### src/rtl/keypad_scan_encoder.sv
// 4x4 active-low keypad scanner: column drive, row sync, debounce, key encode.
// Optional KEYPAD_AUTOREPEAT_EN adds periodic repeat pulses while a key is held.
module keypad_scan_encoder #(
  parameter int SCAN_DIV       = 4,
  parameter int DEBOUNCE_SCANS = 3,
  parameter int REPEAT_FRAMES  = 8
) (
  input  logic       CLK,
  input  logic       RST,
  input  logic [3:0] Row,
  output logic [3:0] Col,
  output logic [3:0] Key_code,
  output logic       Key_valid,
  output logic       Key_held
);
  localparam int DW = $clog2(SCAN_DIV);
  localparam int CW = $clog2(DEBOUNCE_SCANS + 1);
  localparam logic [CW-1:0] DB_C = CW'(DEBOUNCE_SCANS);
  // results are {none, code}; 5'h10 means no key in the frame
  localparam logic [4:0] NONE = 5'h10;

  typedef enum logic {IDLE, HELD} state_t;

  logic [3:0]    row_s1, row_s2;
  logic [DW-1:0] div_cnt;
  logic [1:0]    col_idx;
  logic [4:0]    best, cand, frame_res, prev_res;
  logic [CW-1:0] stab_cnt, stab_nxt;
  logic          slot_end, frame_end, stable;
  state_t        state;
`ifdef KEYPAD_AUTOREPEAT_EN
  localparam int RW = $clog2(REPEAT_FRAMES + 1);
  logic [RW-1:0] rep_cnt;
`endif

  assign slot_end  = (div_cnt == DW'(SCAN_DIV - 1));
  assign frame_end = slot_end && (col_idx == 2'd3);

  // downward loop so the lowest low row is the last assignment
  always_comb begin
    cand = NONE;
    for (int r = 3; r >= 0; r--)
      if (!row_s2[r]) cand = {1'b0, col_idx, 2'(r)};
  end

  // columns scan in ascending order, so the first hit in a frame is the lowest code
  assign frame_res = best[4] ? cand : best;

  always_comb begin
    stab_nxt = CW'(1);
    if (frame_res == prev_res)
      stab_nxt = (stab_cnt == DB_C) ? stab_cnt : stab_cnt + CW'(1);
  end
  assign stable = (stab_nxt == DB_C);

  // FSM acts on the frame-end edge, so Key_valid is high in the first cycle of the next frame
  always_ff @(posedge CLK) begin
    if (RST) begin
      row_s1    <= 4'b1111;
      row_s2    <= 4'b1111;
      div_cnt   <= '0;
      col_idx   <= 2'd0;
      Col       <= 4'b1110;
      best      <= NONE;
      prev_res  <= NONE;
      stab_cnt  <= '0;
      state     <= IDLE;
      Key_code  <= 4'd0;
      Key_valid <= 1'b0;
      Key_held  <= 1'b0;
`ifdef KEYPAD_AUTOREPEAT_EN
      rep_cnt   <= '0;
`endif
    end else begin
      row_s1    <= Row;
      row_s2    <= row_s1;
      Key_valid <= 1'b0;
      if (slot_end) begin
        div_cnt <= '0;
        col_idx <= col_idx + 2'd1;
        Col     <= ~(4'b0001 << (col_idx + 2'd1));
        best    <= frame_end ? NONE : frame_res;
      end else begin
        div_cnt <= div_cnt + DW'(1);
      end
      if (frame_end) begin
        prev_res <= frame_res;
        stab_cnt <= stab_nxt;
        case (state)
          IDLE: begin
            if (stable && !frame_res[4]) begin
              Key_code  <= frame_res[3:0];
              Key_valid <= 1'b1;
              Key_held  <= 1'b1;
              state     <= HELD;
`ifdef KEYPAD_AUTOREPEAT_EN
              rep_cnt   <= '0;
`endif
            end
          end
          HELD: begin
            if (stable && frame_res[4]) begin
              Key_held <= 1'b0;
              state    <= IDLE;
`ifdef KEYPAD_AUTOREPEAT_EN
              rep_cnt  <= '0;
            end else if (stable && frame_res[3:0] == Key_code) begin
              if (rep_cnt == RW'(REPEAT_FRAMES - 1)) begin
                Key_valid <= 1'b1;
                rep_cnt   <= '0;
              end else begin
                rep_cnt <= rep_cnt + RW'(1);
              end
            end else begin
              rep_cnt <= '0;
`endif
            end
          end
          default: state <= IDLE;
        endcase
      end
    end
  end
endmodule

### config.mk
export PLATFORM = sky130hd
export DESIGN_NAME = keypad_scan_encoder
export DESIGN_NICKNAME = d
export VERILOG_FILES = /design/src/rtl/keypad_scan_encoder.sv
export SDC_FILE = /design/constraint.sdc
export NUM_CORES = 1
export LEC_CHECK = 0
export CORE_MARGIN = 3
export CORE_UTILIZATION = 50
export CTS_CLUSTER_SIZE = 30
export DETAILED_ROUTE_END_ITERATION = 6
export PLACE_DENSITY = 0.72
export SYNTH_ARGS = -nofsm -noshare
export SYNTH_HDL_FRONTEND = slang
export SYNTH_SLANG_ARGS = --single-unit
### constraint.sdc
create_clock -name CLK -period 5.1 [get_ports CLK]
set_input_delay 1.02 -clock CLK [delete_from_list [all_inputs] [get_ports CLK]]
set_output_delay 1.02 -clock CLK [all_outputs]
set_load 0.01 [all_outputs]
==> results of run 1 <==
## stage by stage
step                       util  worst slack (ns)  std cells
after floorplan               -              3.26        157
after global placement    0.589              2.30        195
after global routing      0.608              2.21        203
after CTS                 0.608              2.48        203
after detailed placement  0.589              2.25        195
final                     0.608              2.48        203
## layer usage
| layer | share of wire | GRT usage |
|---|---|---|
| met5 | 0 | 0 |
| met4 | 0.018 | 0.0743 |
| met3 | 0.048 | 0.0872 |
| met2 | 0.46 | 0.263 |
| met1 | 0.47 | 0.213 |
## registers in the layout, summed over array words and instances (netlist names)
register	flops
best	5
Key_held	1
Key_code	4
prev_res	5
row_s1	4
stab_cnt	2
div_cnt	2
state	1
row_s2	4
Key_valid	1
col_idx	2
Col	4
## final timing paths
kind | start | to | slack [ns] | cells past startpoint
worst max-delay path | div_cnt[0]$_SDFF_PP0_ | Key_code[3]$_SDFFE_PP0P_ | 2.48 | 6
worst max register to register | div_cnt[0]$_SDFF_PP0_ | Key_code[3]$_SDFFE_PP0P_ | 2.48 | 6
worst min-delay path | row_s1[0]$_SDFF_PP1_ | row_s2[0]$_SDFF_PP1_ | 0.42 | 1
worst min register to register | row_s1[0]$_SDFF_PP1_ | row_s2[0]$_SDFF_PP1_ | 0.42 | 1
## logic make-up after synthesis
kind of cell,Yosys count,share of synthesized area
xor gates and xnor gates,5,0.0291
and+or+nand+nor,67,0.259
buffers and inverters,10,0.0308
muxes,6,0.0483
AOI/OAI and AO/OA,29,0.125
DFF,35,0.466
adders and majority gates,5,0.0416
## power groups by stage
stage / clock network [mW] / registers (mW) / logic (mW)
2_1_floorplan: 0 / 0.291 / 0.0339
3_3_place_gp: 0 / 0.292 / 0.0442
3_5_place_dp: 0 / 0.292 / 0.0451
4_1_cts: 0.147 / 0.285 / 0.0453
5_1_grt: 0.159 / 0.287 / 0.0507
6_report: 0.142 / 0.285 / 0.0451
## cell type report
class,count,area share
Clock inverter,3,0.00880
Timing Repair Buffer,15,0.0880
Multi-Input combinational cell,112,0.443
Clock buffer,5,0.0220
Tap cell,31,0.0227
Inverter,2,0.00440
Sequential cell,35,0.411
## layout by cell type, fill, tap and decap left out
cell / Yosys / routed
clkinv_2: 0 / 3
o21ai_1: 3 / 3
and3_1: 1 / 1
nor4b_4: 1 / 1
or4_4: 1 / 1
nor3b_1: 1 / 1
nor4_1: 1 / 1
or2_2: 8 / 8
nor2b_1: 4 / 4
or4b_1: 1 / 1
mux2i_4: 1 / 1
nor3_1: 4 / 4
ha_1: 5 / 5
inv_1: 2 / 2
dfxtp_1: 35 / 35
a31oi_1: 2 / 2
clkdlybuf4s50_1: 0 / 15
nand2_2: 1 / 1
clkbuf_4: 0 / 5
a211oi_1: 4 / 4
nand3_1: 5 / 5
nor2_1: 17 / 17
nor4b_2: 1 / 1
nand2b_1: 6 / 6
o21ai_0: 3 / 3
nor4_2: 1 / 1
a41oi_2: 1 / 1
and2_1: 1 / 1
a211o_1: 1 / 1
nor3b_2: 1 / 1
nor2b_2: 1 / 1
a41oi_1: 1 / 1
a311oi_1: 2 / 2
nand2_1: 11 / 11
xor2_1: 1 / 1
xnor2_1: 4 / 4
mux2i_1: 5 / 5
a21oi_1: 11 / 11
a31o_2: 1 / 1
## worst register-to-register path, delay by kind of cell, from the launching register on
family / cells / cell delay, ns
flip-flops: 1 / 0.35
AO/OA/AOI/OAI: 2 / 0.24
AND/OR/NAND/NOR: 3 / 1.29
adder cells (fa/ha/maj): 1 / 0.60
==> impl_metrics.tcl, run 1 <==
set metrics [dict create \
    drtAntennaViolNets 0 \
    placed_cell_area_sq_um 1650 \
    switching_share 0.252 \
    route.detailed.drc 0 \
    yosysSeqAreaShare 0.466 \
    synth_flop_cell "dfxtp_1" \
    rows 19 \
    slew_headroom 0.296 \
    grt_pass1_wl_mm 4.67 \
    mappedNetlistArea_sq_um 1500 \
    cts_hold_buf 0 \
    postSynthCellCount 157 \
    switchingPower_mw 0.119 \
    layout.nets 182 \
    async_flop_share 0 \
    path_delay_family "simple AND/OR/NAND/NOR gates" \
    crit_buf_inv 0 \
    pwr-share-comb 0.095 \
    grt.total_usage 0.175 \
    cts_resized 0 \
    dp_hpwl_mm 1.87 \
    synth.top_cell.area_share 0.466 \
    clk_pin_slew_ns 0.10 \
    routedWlPerCell_um 13.1 \
    maxCapViolations 0 \
    syn_to_final_growth_pct 13.5 \
    p_int_mw 0.353 \
    fin_crit_ns 2.62 \
    regArea_sq_um 701 \
    initial_core_util 0.536 \
    placement.io_buffers 15 \
    arrival_ns 2.81 \
    clockBufferDepth 2 \
    synth_nets 168 \
    rsz0062_at_grt "no" \
    layout-drive-gt1-share 0.151 \
    tightest_slew_ns 1.05 \
    finalMaxSlewViolations 0 \
    clockPowerShare 0.300 \
    cp.required_ns 5.29 \
    cts_sinks 35 \
    period_share 0.514 \
    htreeDepth 2 \
    dr_total_vias 1119 \
    synth_cell_type_count 39 \
    die_h_um 60.8 \
    place.gp.congestion 0.845 \
    synth_edf_count 0 \
    firstDrtPassIters 4 \
    antenna_found_initial 0 \
    vias_per_cell 5.51 \
    numCtsBuffers 5 \
    clk_latency_ns 0.34 \
    cts_root_buffer "clkbuf_4" \
    grt_pass1_vias 1059 \
    core_area_sq_um 2810 \
    dieArea_sq_um 3700 \
    finalClockSkew_ns 0.00616 \
    fmax_mhz 382 \
    ir_worst_vdd_uv 196 \
    hold_ws_ns 0.419 \
    yosys-top-cells-area "dfxtp_1 47%, nor2_1 4.2%, ha_1 4.2%" \
    drtIter0Drc 48 \
    yosysWarnings 0 \
    status "finished, final reports clean" \
    synthMostInstantiatedCell "dfxtp_1" \
    worst_setup_path_start_kind "flop" \
    leakage_nw 0.630 \
    fin_area_sq_um 1710 \
    power_mw 0.472 \
    end_kind "flop" \
    io_pins 16 \
    path_cells "ha_1 > and2_1 > nand2_1 > or4b_1 > o21ai_1 > a21oi_1" \
    syn_area_per_cell_sq_um 9.57 \
    p_per_area_nw_per_um2 277 \
    fill_cells 263 \
    crit_slowest_cell "ha_1" \
    hold_viol 0 \
    setup_violations 0 \
    synth.largest_area_cell "dfxtp_1" \
    die_x_um 60.8 \
    multiInputGateArea_sq_um 756 \
    postCtsSetupBuffers 0 \
    overflow 0 \
    hp-class "reg2reg" \
    diodes 0 \
    cts_tree "yes" \
    wirelength_mm 2.66 \
    pwr-share-seq 0.604 \
    cpPeakStageDelay_ns 0.60 \
    grt_max_degree 36 \
    critPathKind "reg2reg" \
    setup-tns-final_ns 0 \
    cp_max_fo 19 \
    synth_common_cells "35 x dfxtp_1, 17 x nor2_1, 11 x a21oi_1, 11 x nand2_1, 8 x or2_2" \
    ys_ff_latch 35 \
]
(Power assumes the default switching activity.)
==> run 2: changes to the inputs <==
CORE_UTILIZATION = 49   (was 50)
PLACE_DENSITY = 0.73   (was 0.72)
clock period = 2.3 ns   (was 5.1 ns; I/O delays follow)
==> run 2 against run 1 <==
Net effect:
- setup slack worse by 2.3 ns
- sequential share of layout area down 2.7 points
- register-to-register slack worse by 2.3 ns
- final cell count up 4.4%
- clock power rose to 3.9 times the previous value
- largest cell class unchanged
- flip-flop and latch count unchanged
- via count up 7.2%
- global-route usage up 2.0 points
- first-iteration DRC count down 15%
- clock-buffer cell count unchanged
==> impl_metrics.tcl, run 2 (same netlist as run 1, synthesis figures left out) <==
set metrics [dict create \
    setup_violations 0 \
    overflow 0 \
    route.detailed.drc 0 \
    fmax_mhz 478 \
    critPathKind "reg2reg" \
    grt.total_usage 0.195 \
    drtIter0Drc 41 \
    die_x_um 61.4 \
    mostFrequentLayoutCell "dfxtp_1" \
    firstDrtPassIters 4 \
    hp-class "reg2reg" \
    grt_max_degree 21 \
    dr_total_vias 1200 \
    slew_headroom 0.717 \
    dp_hpwl_mm 2.26 \
    cts_hold_buf 0 \
    placement.io_buffers 15 \
    finalClockSkew_ns 0.00796 \
    grt_pass1_vias 1146 \
    drtAntennaViolNets 0 \
    clk_pin_slew_ns 0.10 \
    cts_tree "yes" \
    syn_to_final_growth_pct 21.5 \
    fin_crit_ns 2.09 \
    arrival_ns 2.35 \
    wirelength_mm 2.98 \
    cp_max_fo 8 \
    die_h_um 61.4 \
    cts_root_buffer "clkbuf_4" \
    core_area_sq_um 2830 \
    rows 19 \
    maxCapViolations 0 \
    routedWlPerCell_um 14.0 \
    antenna_found_initial 0 \
    path_cells "mux2i_4 > xnor2_1 > or4_4 > nand2_2 > a41oi_1 > a211oi_1" \
    vias_per_cell 5.66 \
    cp.required_ns 2.55 \
    layout.cells.non_filler 212 \
    tightest_slew_ns 0.422 \
    cts_sinks 35 \
    setup-tns-final_ns 0 \
    clk_latency_ns 0.35 \
    cts_resized 0 \
    finalMaxSlewViolations 0 \
    crit_buf_inv 0 \
    leakage_nw 0.692 \
    top_regs "best: 5 flops, prev_res: 5 flops" \
    clockBufferDepth 2 \
    place.gp.congestion 0.873 \
    initial_core_util 0.531 \
    place_inst 204 \
    status "finished, final reports clean" \
    end_kind "flop" \
    period_share 0.910 \
    cpPeakStageDelay_ns 0.57 \
    rsz0062_at_grt "no" \
    hold_viol 0 \
    diodes 0 \
    postCtsSetupBuffers 0 \
    layout.nets 191 \
    ir_worst_vdd_uv 475 \
    path_delay_family "simple AND/OR/NAND/NOR gates" \
    htreeDepth 2 \
    p_per_area_nw_per_um2 708 \
    worst_setup_path_start_kind "flop" \
    crit_slowest_cell "dfxtp_1" \
    dieArea_sq_um 3770 \
    layout-drive-gt1-share 0.193 \
    io_pins 16 \
    numCtsBuffers 5 \
    final_cell_mix "35 x dfxtp_1, 17 x nor2_1, 15 x clkdlybuf4s50_1, 11 x nand2_1, 11 x a21oi_1" \
    grt_pass1_wl_mm 5.19 \
]
run 2: cell types whose count changed in the layout (fill, tap and decap cells not counted), sizes merged:
cell / previous run / this run
clkinv: 3 / 0
clkinvlp: 0 / 1
bufinv: 0 / 2
buf: 0 / 9
run 2: worst reg2reg max path: cells and delay by family, from the launching register on:
family / cells / cell delay, ns
AO/OA/AOI/OAI: 2 / 0.37
XOR/XNOR: 1 / 0.11
flip-flops: 1 / 0.57
multiplexers: 1 / 0.31
AND/OR/NAND/NOR: 2 / 0.64
run 2: area by class of cell:
| cell class | instances | area [sq um] |
|---|---|---|
| clock buffers | 5 | 37.5 |
| clock inverters | 3 | 67.6 |
| fillers | 237 | 1000 |
| inverters | 2 | 7.51 |
| multi-input cells | 112 | 756 |
| flip-flops and latches | 35 | 701 |
| well taps | 31 | 38.8 |
| repair buffers | 24 | 218 |
run 2: layer usage:
layer / track usage / up-vias / wire length [um] / share of wire
li1: - / 591 / - / -
met1: 0.228 / 563 / 1260 / 0.42
met2: 0.305 / 37 / 1440 / 0.48
met3: 0.0818 / 9 / 172 / 0.058
met4: 0.100 / 0 / 97 / 0.033
met5: 0 / - / 0 / 0
run 2: worst paths after layout:
check                        from                    to  slack [ns]  cells past startpoint
max          best[4]$_SDFFE_PP1P_    state$_SDFFE_PP0P_        0.21                      6
min          row_s1[0]$_SDFF_PP1_  row_s2[0]$_SDFF_PP1_        0.42                      1
max reg2reg  best[4]$_SDFFE_PP1P_    state$_SDFFE_PP0P_        0.21                      6
min reg2reg  row_s1[0]$_SDFF_PP1_  row_s2[0]$_SDFF_PP1_        0.42                      1
run 2: stage by stage:
step	setup WS [ns]	utilization	total power, mW	hold slack [ns]	instance area (sq um)
after global routing	0.105	0.645	1.34	0.427	1830
after floorplan	0.457	-	0.720	0.389	1500
final	0.207	0.645	1.29	0.420	1830
after detailed placement	0.186	0.608	0.758	0.393	1720
after global placement	0.340	0.608	0.754	0.394	1720
after CTS	0.193	0.645	1.30	0.421	1830
run 2: power by group:
group	switching [mW]	internal (mW)	total [mW]
Clock	0.210	0.338	0.547
Sequential	0.00897	0.622	0.631
Combinational	0.0576	0.0556	0.113
